**config.mk**
```make
export PLATFORM = sky130hd
export DESIGN_NAME = uart_rx_fifo_flat
export DESIGN_NICKNAME = d
export VERILOG_FILES = /design/src/rtl/uart_rx_fifo_if.sv /design/src/rtl/uart_rx_fifo.sv /design/src/flat_wrapper.sv
export SDC_FILE = /design/constraint.sdc
export NUM_CORES = 1
export LEC_CHECK = 0
export CELL_PAD_IN_SITES_DETAIL_PLACEMENT = 1
export CELL_PAD_IN_SITES_GLOBAL_PLACEMENT = 2
export CORE_MARGIN = 2
export CORE_UTILIZATION = 42
export CTS_CLUSTER_DIAMETER = 50
export DETAILED_ROUTE_END_ITERATION = 12
export PLACE_DENSITY = 0.74
export SLEW_MARGIN = 20
export SYNTH_ARGS = -nofsm -noshare
export SYNTH_HDL_FRONTEND = slang
export SYNTH_SLANG_ARGS = --single-unit
export TNS_END_PERCENT = 30
```
**constraint.sdc**
```tcl
create_clock -name clk -period 2.9 [get_ports clk]
set_input_delay 0.58 -clock clk [delete_from_list [all_inputs] [get_ports clk]]
set_output_delay 0.58 -clock clk [all_outputs]
set_load 0.01 [all_outputs]
```
**src/rtl/uart_rx_fifo_if.sv**
```systemverilog
// CPU-side bus of the UART receiver: FIFO pop, error clear and status/data readback.
// master = CPU peripheral logic, slave = uart_rx_fifo.
interface uart_rx_fifo_if;
  logic       rd_en;
  logic       err_clr;
  logic [7:0] rx_data;
  logic       rx_empty;
  logic       rx_full;
  logic       frame_err;
  logic       overrun;

  modport master (
    output rd_en, err_clr,
    input  rx_data, rx_empty, rx_full, frame_err, overrun
  );

  modport slave (
    input  rd_en, err_clr,
    output rx_data, rx_empty, rx_full, frame_err, overrun
  );
endinterface

```
**src/rtl/uart_rx_fifo.sv**
```systemverilog
// 8N1 UART receiver with a first-word-fall-through receive FIFO and sticky
// framing/overrun error flags.
module uart_rx_fifo #(
  parameter int unsigned CLKS_PER_BIT = 2604,
  parameter int unsigned FIFO_DEPTH   = 4
) (
  input  logic          clk,
  input  logic          reset,
  input  logic          uart_rx,
  uart_rx_fifo_if.slave bus
);

  localparam int unsigned CntW = $clog2(CLKS_PER_BIT);
  localparam int unsigned PtrW = $clog2(FIFO_DEPTH);
  localparam logic [CntW-1:0] CntHalf  = CntW'(CLKS_PER_BIT / 2 - 1);
  localparam logic [CntW-1:0] CntFull  = CntW'(CLKS_PER_BIT - 1);
  localparam logic [PtrW:0]   CountMax = (PtrW + 1)'(FIFO_DEPTH);

  typedef enum logic [2:0] {StIdle, StStart, StData, StStop, StBreak} state_e;

  state_e          state_q, state_d;
  logic [CntW-1:0] cnt_q, cnt_d;
  logic [2:0]      bidx_q, bidx_d;
  logic [7:0]      shift_q, shift_d;
  logic            rx_meta_q, rxs_q;
  logic            push, pop, can_accept;
  logic            frame_set, overrun_set;
  logic            frame_err_q, overrun_q;

  logic [7:0]      mem_q [FIFO_DEPTH];
  logic [PtrW-1:0] wr_ptr_q, rd_ptr_q;
  logic [PtrW:0]   count_q, count_d;
  logic [7:0]      last_q;

  // Two-flop synchroniser; resets to the idle-high line level.
  always_ff @(posedge clk or negedge reset) begin
    if (!reset) begin
      rx_meta_q <= 1'b1;
      rxs_q     <= 1'b1;
    end else begin
      rx_meta_q <= uart_rx;
      rxs_q     <= rx_meta_q;
    end
  end

  always_ff @(posedge clk or negedge reset) begin
    if (!reset) begin
      state_q <= StIdle;
      cnt_q   <= '0;
      bidx_q  <= '0;
      shift_q <= '0;
    end else begin
      state_q <= state_d;
      cnt_q   <= cnt_d;
      bidx_q  <= bidx_d;
      shift_q <= shift_d;
    end
  end

  always_comb begin
    state_d     = state_q;
    cnt_d       = cnt_q + 1'b1;
    bidx_d      = bidx_q;
    shift_d     = shift_q;
    push        = 1'b0;
    frame_set   = 1'b0;
    overrun_set = 1'b0;
    unique case (state_q)
      StIdle: begin
        cnt_d = '0;
        if (!rxs_q) state_d = StStart;
      end
      StStart: begin
        if (cnt_q == CntHalf) begin
          cnt_d   = '0;
          bidx_d  = '0;
          state_d = rxs_q ? StIdle : StData;
        end
      end
      StData: begin
        if (cnt_q == CntFull) begin
          cnt_d           = '0;
          shift_d[bidx_q] = rxs_q;
          bidx_d          = bidx_q + 3'd1;
          if (bidx_q == 3'd7) state_d = StStop;
        end
      end
      StStop: begin
        if (cnt_q == CntFull) begin
          cnt_d = '0;
          if (rxs_q) begin
            if (can_accept) push = 1'b1;
            else            overrun_set = 1'b1;
            state_d = StIdle;
          end else begin
            frame_set = 1'b1;
            state_d   = StBreak;
          end
        end
      end
      StBreak: begin
        // Hold off until the line returns high so a stuck-low line cannot retrigger.
        cnt_d = '0;
        if (rxs_q) state_d = StIdle;
      end
      default: begin
        state_d = StIdle;
        cnt_d   = '0;
      end
    endcase
  end

  assign pop        = bus.rd_en && (count_q != '0);
  assign can_accept = (count_q != CountMax) || pop;

  always_comb begin
    count_d = count_q;
    unique case ({push, pop})
      2'b10:   count_d = count_q + 1'b1;
      2'b01:   count_d = count_q - 1'b1;
      default: count_d = count_q;
    endcase
  end

  always_ff @(posedge clk) begin
    if (push) mem_q[wr_ptr_q] <= shift_q;
  end

  always_ff @(posedge clk or negedge reset) begin
    if (!reset) begin
      wr_ptr_q <= '0;
      rd_ptr_q <= '0;
      count_q  <= '0;
      last_q   <= '0;
    end else begin
      count_q <= count_d;
      if (push) wr_ptr_q <= wr_ptr_q + 1'b1;
      if (pop) begin
        rd_ptr_q <= rd_ptr_q + 1'b1;
        last_q   <= mem_q[rd_ptr_q];
      end
    end
  end

  // Set wins over a same-cycle clear.
  always_ff @(posedge clk or negedge reset) begin
    if (!reset) begin
      frame_err_q <= 1'b0;
      overrun_q   <= 1'b0;
    end else begin
      frame_err_q <= frame_set | (frame_err_q & ~bus.err_clr);
      overrun_q   <= overrun_set | (overrun_q & ~bus.err_clr);
    end
  end

  // When empty, keep showing the most recently popped byte.
  assign bus.rx_data   = (count_q == '0) ? last_q : mem_q[rd_ptr_q];
  assign bus.rx_empty  = (count_q == '0);
  assign bus.rx_full   = (count_q == CountMax);
  assign bus.frame_err = frame_err_q;
  assign bus.overrun   = overrun_q;

endmodule
```
**src/flat_wrapper.sv**
```systemverilog
// flat-port wrapper written by rule: the top's interface ports become plain ports
module uart_rx_fifo_flat 
#(
  parameter int unsigned CLKS_PER_BIT = 2604,
  parameter int unsigned FIFO_DEPTH   = 4
)
  (clk, reset, uart_rx, bus_rd_en, bus_err_clr, bus_rx_data, bus_rx_empty, bus_rx_full, bus_frame_err, bus_overrun);
  uart_rx_fifo_if bus_i ();
  input  logic clk;
  input  logic reset;
  input  logic uart_rx;
  input wire logic [$bits(bus_i.rd_en)-1:0] bus_rd_en;
  input wire logic [$bits(bus_i.err_clr)-1:0] bus_err_clr;
  output wire logic [$bits(bus_i.rx_data)-1:0] bus_rx_data;
  output wire logic [$bits(bus_i.rx_empty)-1:0] bus_rx_empty;
  output wire logic [$bits(bus_i.rx_full)-1:0] bus_rx_full;
  output wire logic [$bits(bus_i.frame_err)-1:0] bus_frame_err;
  output wire logic [$bits(bus_i.overrun)-1:0] bus_overrun;
  assign bus_i.rd_en = bus_rd_en;
  assign bus_i.err_clr = bus_err_clr;
  assign bus_rx_data = bus_i.rx_data;
  assign bus_rx_empty = bus_i.rx_empty;
  assign bus_rx_full = bus_i.rx_full;
  assign bus_frame_err = bus_i.frame_err;
  assign bus_overrun = bus_i.overrun;
  uart_rx_fifo #(.CLKS_PER_BIT(CLKS_PER_BIT), .FIFO_DEPTH(FIFO_DEPTH)) u_core (.clk(clk), .reset(reset), .uart_rx(uart_rx), .bus(bus_i));
endmodule
```
# Word-level counts from Yosys, hierarchy flattened
# Memory sizes are Yosys's and may differ from the RTL's.
# Index checks and enable logic that the tools add are counted.
# W data, S select, Z words.
[op_classes]
muxes = 33
add_sub_neg = 6
n_reduce_logical = 12
n_eq_ne = 17
n_lt_le_gt_ge = 2
n_bitwise = 5
[ops]
columns = ["operator", "count"]
rows = [
  ["$mux W3", 9],
  ["$mux W12", 2],
  ["$pmux W12 S2", 1],
  ["$pmux W3 S5", 1],
  ["$mux W1", 14],
  ["$add A12 B1 Y12 const B", 1],
  ["$eq A12 B11 Y1 const B", 1],
  ["$eq A12 B12 Y1 const B", 1],
  ["$pmux W3 S2", 2],
  ["$ne A2 B1 Y1 const B", 5],
  ["$eq A3 B3 Y1 const B", 3],
  ["$bwmux W8", 1],
  ["$mux W8", 1],
  ["$add A3 B1 Y3 const B", 2],
  ["$eq A3 B2 Y1 const B", 2],
  ["$logic_not A3 Y1", 2],
  ["$reduce_and A6 Y1", 1],
  ["$add A2 B1 Y2 const B", 2],
  ["$lt A3 B4 Y1 const B", 1],
  ["$reduce_bool A2 Y1", 2],
  ["$demux W1 S3", 1],
  ["$eq A3 B1 Y1 const B", 1],
  ["$ge A3 B1 Y1 const B", 1],
  ["$ne A3 B3 Y1 const B", 1],
  ["14 further kinds", 17],
]
[totals]
output_inout_bits = 12
reg_bits = 45
mem_count = 1
ramBits = 32
in_bits = 5
[memory_table]
columns = ["name", "depth", "width", "read_ports", "rd_ports_with_merged_regs", "write_ports", "line_no", "source"]
rows = [
  ["u_core.mem_q", 4, 8, 1, 0, 1, "uart_rx_fifo.sv:30", "logic [7:0] mem_q [FIFO_DEPTH];"],
]

# Logic depth before layout (Yosys ltp)
# Gate-level depths: netlist of run 1.
[depth]
ltp_word = 9
depth_mapped = 11

# Worst setup path before layout of run 1
# No wires, ideal clock.
[synth_path]
kind = "register -> register"
from = "register u_core.cnt_q[0]"
to = "register u_core.count_q[2]"
setup_time_ns = 0.125
n_path_buf = 0
slack_ns = 0.486
stages_incl_launch_ff = 12
period_less_slack_ns = 2.414
arrival_time_ns = 2.289
path_cell_list = "dfrtp_1 > ha_1 > and4bb_2 > nand4_2 > nor4_4 > inv_1 > ha_1 > inv_1 > fa_1 > xor2_1 > nor2_1 > xor2_1"
[synth_between]
elab_chain_cells = 5
elab_cells_between_ends = 7
classes_between = "eq/ne (3); mux (3); reduce/logical (1)"
[synth_lines]
columns = ["item", "line_no", "source"]
rows = [
  ["from (decl)", "uart_rx_fifo.sv:22", "logic [CntW-1:0] cnt_q, cnt_d;"],
  ["from (signal assigned)", "uart_rx_fifo.sv:54", "cnt_q <= cnt_d;"],
  ["$eq A12 B12 Y1 *", "uart_rx_fifo.sv:89", "if (cnt_q == CntFull) begin"],
  ["$mux W1 *", "uart_rx_fifo.sv:89", ""],
  ["$mux W1 *", "uart_rx_fifo.sv:68", "unique case (state_q)"],
  ["$eq A2 B1 Y1 / $eq A2 B2 Y1 (equally long branches)", "uart_rx_fifo.sv:118", "unique case ({push, pop})"],
  ["$pmux W3 S2 / $reduce_bool A2 Y1 (equally long branches)", "n/a", ""],
  ["to (signal assigned)", "uart_rx_fifo.sv:136", "count_q <= count_d;"],
  ["to (decl)", "uart_rx_fifo.sv:32", "logic [PtrW:0] count_q, count_d;"],
]
# Every way passes the cells marked *; elsewhere a longest branch is shown, timed or not.
# A chain may end at the register's enable or synchronous reset.

# Worst setup path after layout of run 1
[layout_path]
from = "register u_core.rd_ptr_q[0]"
to = "output bus_rx_data[5]"
[layout_between]
elab_chain_cells = 2
[layout_lines]
columns = ["item", "line_no", "source"]
rows = [
  ["from (decl)", "uart_rx_fifo.sv:31", "logic [PtrW-1:0] wr_ptr_q, rd_ptr_q;"],
  ["from (signal assigned)", "uart_rx_fifo.sv:139", "rd_ptr_q <= rd_ptr_q + 1'b1;"],
  ["$mem_v2 Z4 W8", "n/a", ""],
  ["$mux W8", "uart_rx_fifo.sv:157", "assign bus.rx_data = (count_q == '0) ? last_q : mem_q[rd_ptr_q];"],
  ["to (decl)", "flat_wrapper.sv:14", "output wire logic [$bits(bus_i.rx_data)-1:0] bus_rx_data;"],
]
# No other way between the ends.

==> results.toml, run 1 <==
[global_routing]
grt_pass1_vias = 2249
grt-ovfl-total = 0
grt_max_degree = 33
grt_pass1_wl_um = 11400
antenna_found_initial = 0
grt_usage_pct = 16.9

[cts]
clk_path_buf_depth = 2
clock-root-buffer = "clkbuf_8"
clock_sinks = 77
h-tree-depth = 3
cts_resized = 0
clkLatencyLatePin_ns = 0.36
postCtsSetupBuffers = 0
cts_hold_buf = 0
clk_pin_slew_ns = 0.08
numCtsBuffers = 9
tritoncts = "yes"

[critical_path]
worst_ep_required_time_ns = 2.32
critPathKind = "reg -> out"
crit_fanout = 10
crit_chain = "buf_4 -> mux4_2 -> mux2_2 -> clkdlybuf4s50_1"
cp-start-kind = "flip-flop"
r2r_slack_ns = 0.36
rr_worst_depth = 6
end_kind = "output pin"
critPathMaxStageDelay_ns = 0.56
cp_slowest_cell = "mux4_2"
worstPathArrival_ns = 2.21

[route]
drt_iter0_drc = 55
wirelength_um = 6750
drc_errors = 0
drt-wirelength-per-cell_um = 16.8
drt-met1-wl_um = 3070
topRoutingLayerUsed = "met4"
postRouteAntennaNets = 0
first_pass_iters = 4
routed-wl-met3_um = 183
vias = 2102
wl_met2_um = 3350
via_per_inst = 5.23

[layout]
fill_cells = 841
antenna_cells = 0
area_growth_pct = 13.7
instances_no_fill = 402
layout_common_cells = "dfrtp_1, nand2_1, edfxtp_1, nor2_1, mux2_2"
layout_commonest_cell = "dfrtp_1"
drive_gt1_share_pct = 19.5
nNetsFinal = 307

[synth]
ys_ff_latch = 77
syn_inst = 268
syn_nets = 283
yosysSeqAreaShare_pct = 59.7
ys_async_sr_fraction_pct = 58.4
ys.flop_type = "dfrtp_1"
synth_area_leader_cell = "dfrtp_1"
netlist_area_sq_um = 3500
ys_warn_count = 0
synth_cell_types = 45
synth_edf_count = 32
synth_top_area_share_pct = 30.7
synth_area_leaders = "dfrtp_1, edfxtp_1, mux2_2, mux4_2, nand2_1"
avgSynthCellArea_sq_um = 13.1

[die]
start_util_pct = 43.1
fp-row-count = 33
io_pins = 17
chipWidth_um = 95.3
chipHeight_um = 95.3
die_area_sq_um = 9080
core_area_sq_um = 8130

[timing]
skew_ns = 0.0132
rsz0062_at_grt = "false"
final_hold_viol_count = 0
setup_tns_ns = 0
setup_viol = 0
layout_min_cycle_time_ns = 2.79
final.period_utilization_pct = 96.3
tightest_slew_ns = 0.497
drv_slew = 0
slew_headroom_pct = 66.9
max_freq_ghz = 0.358

[job]
max-cap-violations = 0

[placed_design]
port_buffers = 16
post-dp-hpwl_um = 4740
routabilityCongestion = 0.742
placed_cells = 386

[worst_hold_path]
hold_class = "in -> async"

[outcome]
outcome = "completed"

[pwr]
power_density_nw_per_um2 = 589
total_leakage_power_uw = 0.00168
peakVddDrop_mv = 0.207
[area by class of cell]
cell class | count | area [sq um] | area share, %
flip-flops and latches | 77 | 2090 | 52.5
inverters | 16 | 60.1 | 1.51
multi-input cells | 166 | 1310 | 32.9
repair buffers | 22 | 200 | 5.03
clock inverters | 7 | 65.1 | 1.63
well taps | 105 | 131 | 3.30
clock buffers | 9 | 124 | 3.11
[metrics by stage]
step | area (sq um) | hold slack [ns] | utilization (%) | power [uW] | setup WS [ns]
floorplan | 3500 | 0.284 | - | 1460 | 0.486
global placement | 3790 | 0.346 | 46.6 | 1570 | 0.401
detailed placement | 3790 | 0.350 | 46.6 | 1580 | 0.338
CTS | 3980 | 0.105 | 48.9 | 2390 | 0.0584
global route | 3980 | 0.115 | 48.9 | 2460 | 0.000200
finish | 3980 | 0.109 | 48.9 | 2340 | 0.108
[cell families after synthesis]
kind of cell | synth area share [%]
muxes | 11.3
AOI/OAI and AO/OA | 2.25
buffers and inverters | 2.89
xor gates and xnor gates | 4.00
and+or+nand+nor | 16.1
adders and majority gates | 3.79
DFF | 59.7
[cells in the mapped netlist, types with 5 or more instances]
| cell | n |
|---|---|
| dfrtp_1 | 43 |
| nand2_1 | 33 |
| edfxtp_1 | 32 |
| nor2_1 | 18 |
| mux2_2 | 16 |
| inv_1 | 15 |
| xnor2_1 | 12 |
| ha_1 | 9 |
| nand3_1 | 9 |
| mux4_2 | 8 |
| buf_2 | 6 |
| nand4_1 | 6 |
| nor4_1 | 5 |
[where the power goes]
group,leakage (uW),switching [uW],total (uW),internal (uW)
clock,0.0000968,404,797,393
sequential,0.000968,58.6,1230,1170
combinational,0.000614,161,321,160
total,0.00168,623,2340,1720
[state kept, by name, indices dropped and copies added (netlist names)]
| name | cells |
|---|---|
| u_core.bidx_q | 3 |
| u_core.bus.frame_err | 1 |
| u_core.rd_ptr_q | 2 |
| u_core.cnt_q | 12 |
| u_core.state_q | 3 |
| u_core.bus.overrun | 1 |
| u_core.count_q | 3 |
| u_core.rxs_q | 1 |
| u_core.mem_q | 32 |
| u_core.wr_ptr_q | 2 |
| u_core.last_q | 8 |
| u_core.shift_q | 8 |
| u_core.rx_meta_q | 1 |
[worst paths after layout]
| check | startpoint | endpoint |
|---|---|---|
| min in group clk | u_core.rx_meta_q | u_core.rxs_q |
| worst max-delay path | u_core.rd_ptr_q[0] | bus_rx_data[5] |
| max in group asynchronous | reset | u_core.rx_meta_q |
| worst min register to register | u_core.rx_meta_q | u_core.rxs_q |
| worst min-delay path | reset | u_core.count_q[0] |
| worst max register to register | u_core.cnt_q[0] | u_core.mem_q[0][0] |
[critical path, delay by kind of cell (launching register included)]
kind,cells,cell delay [ns]
DFF,1,0.33
muxes,2,0.83
buffers and inverters,2,0.69
[metal layers]
metal	global-route usage (%)	vias to the layer above
li1	-	1000
met1	20.7	1065
met2	28.7	25
met3	3.32	12
met4	8.33	0
met5	0	-
Power figures use the tool's default switching activity.
==> run 2: changes to the inputs <==
Settings changed: SKIP_CTS_REPAIR_TIMING set to 1.
==> results of run 2 <==
Final layout, timing and power as in run 1 (identical DEF).
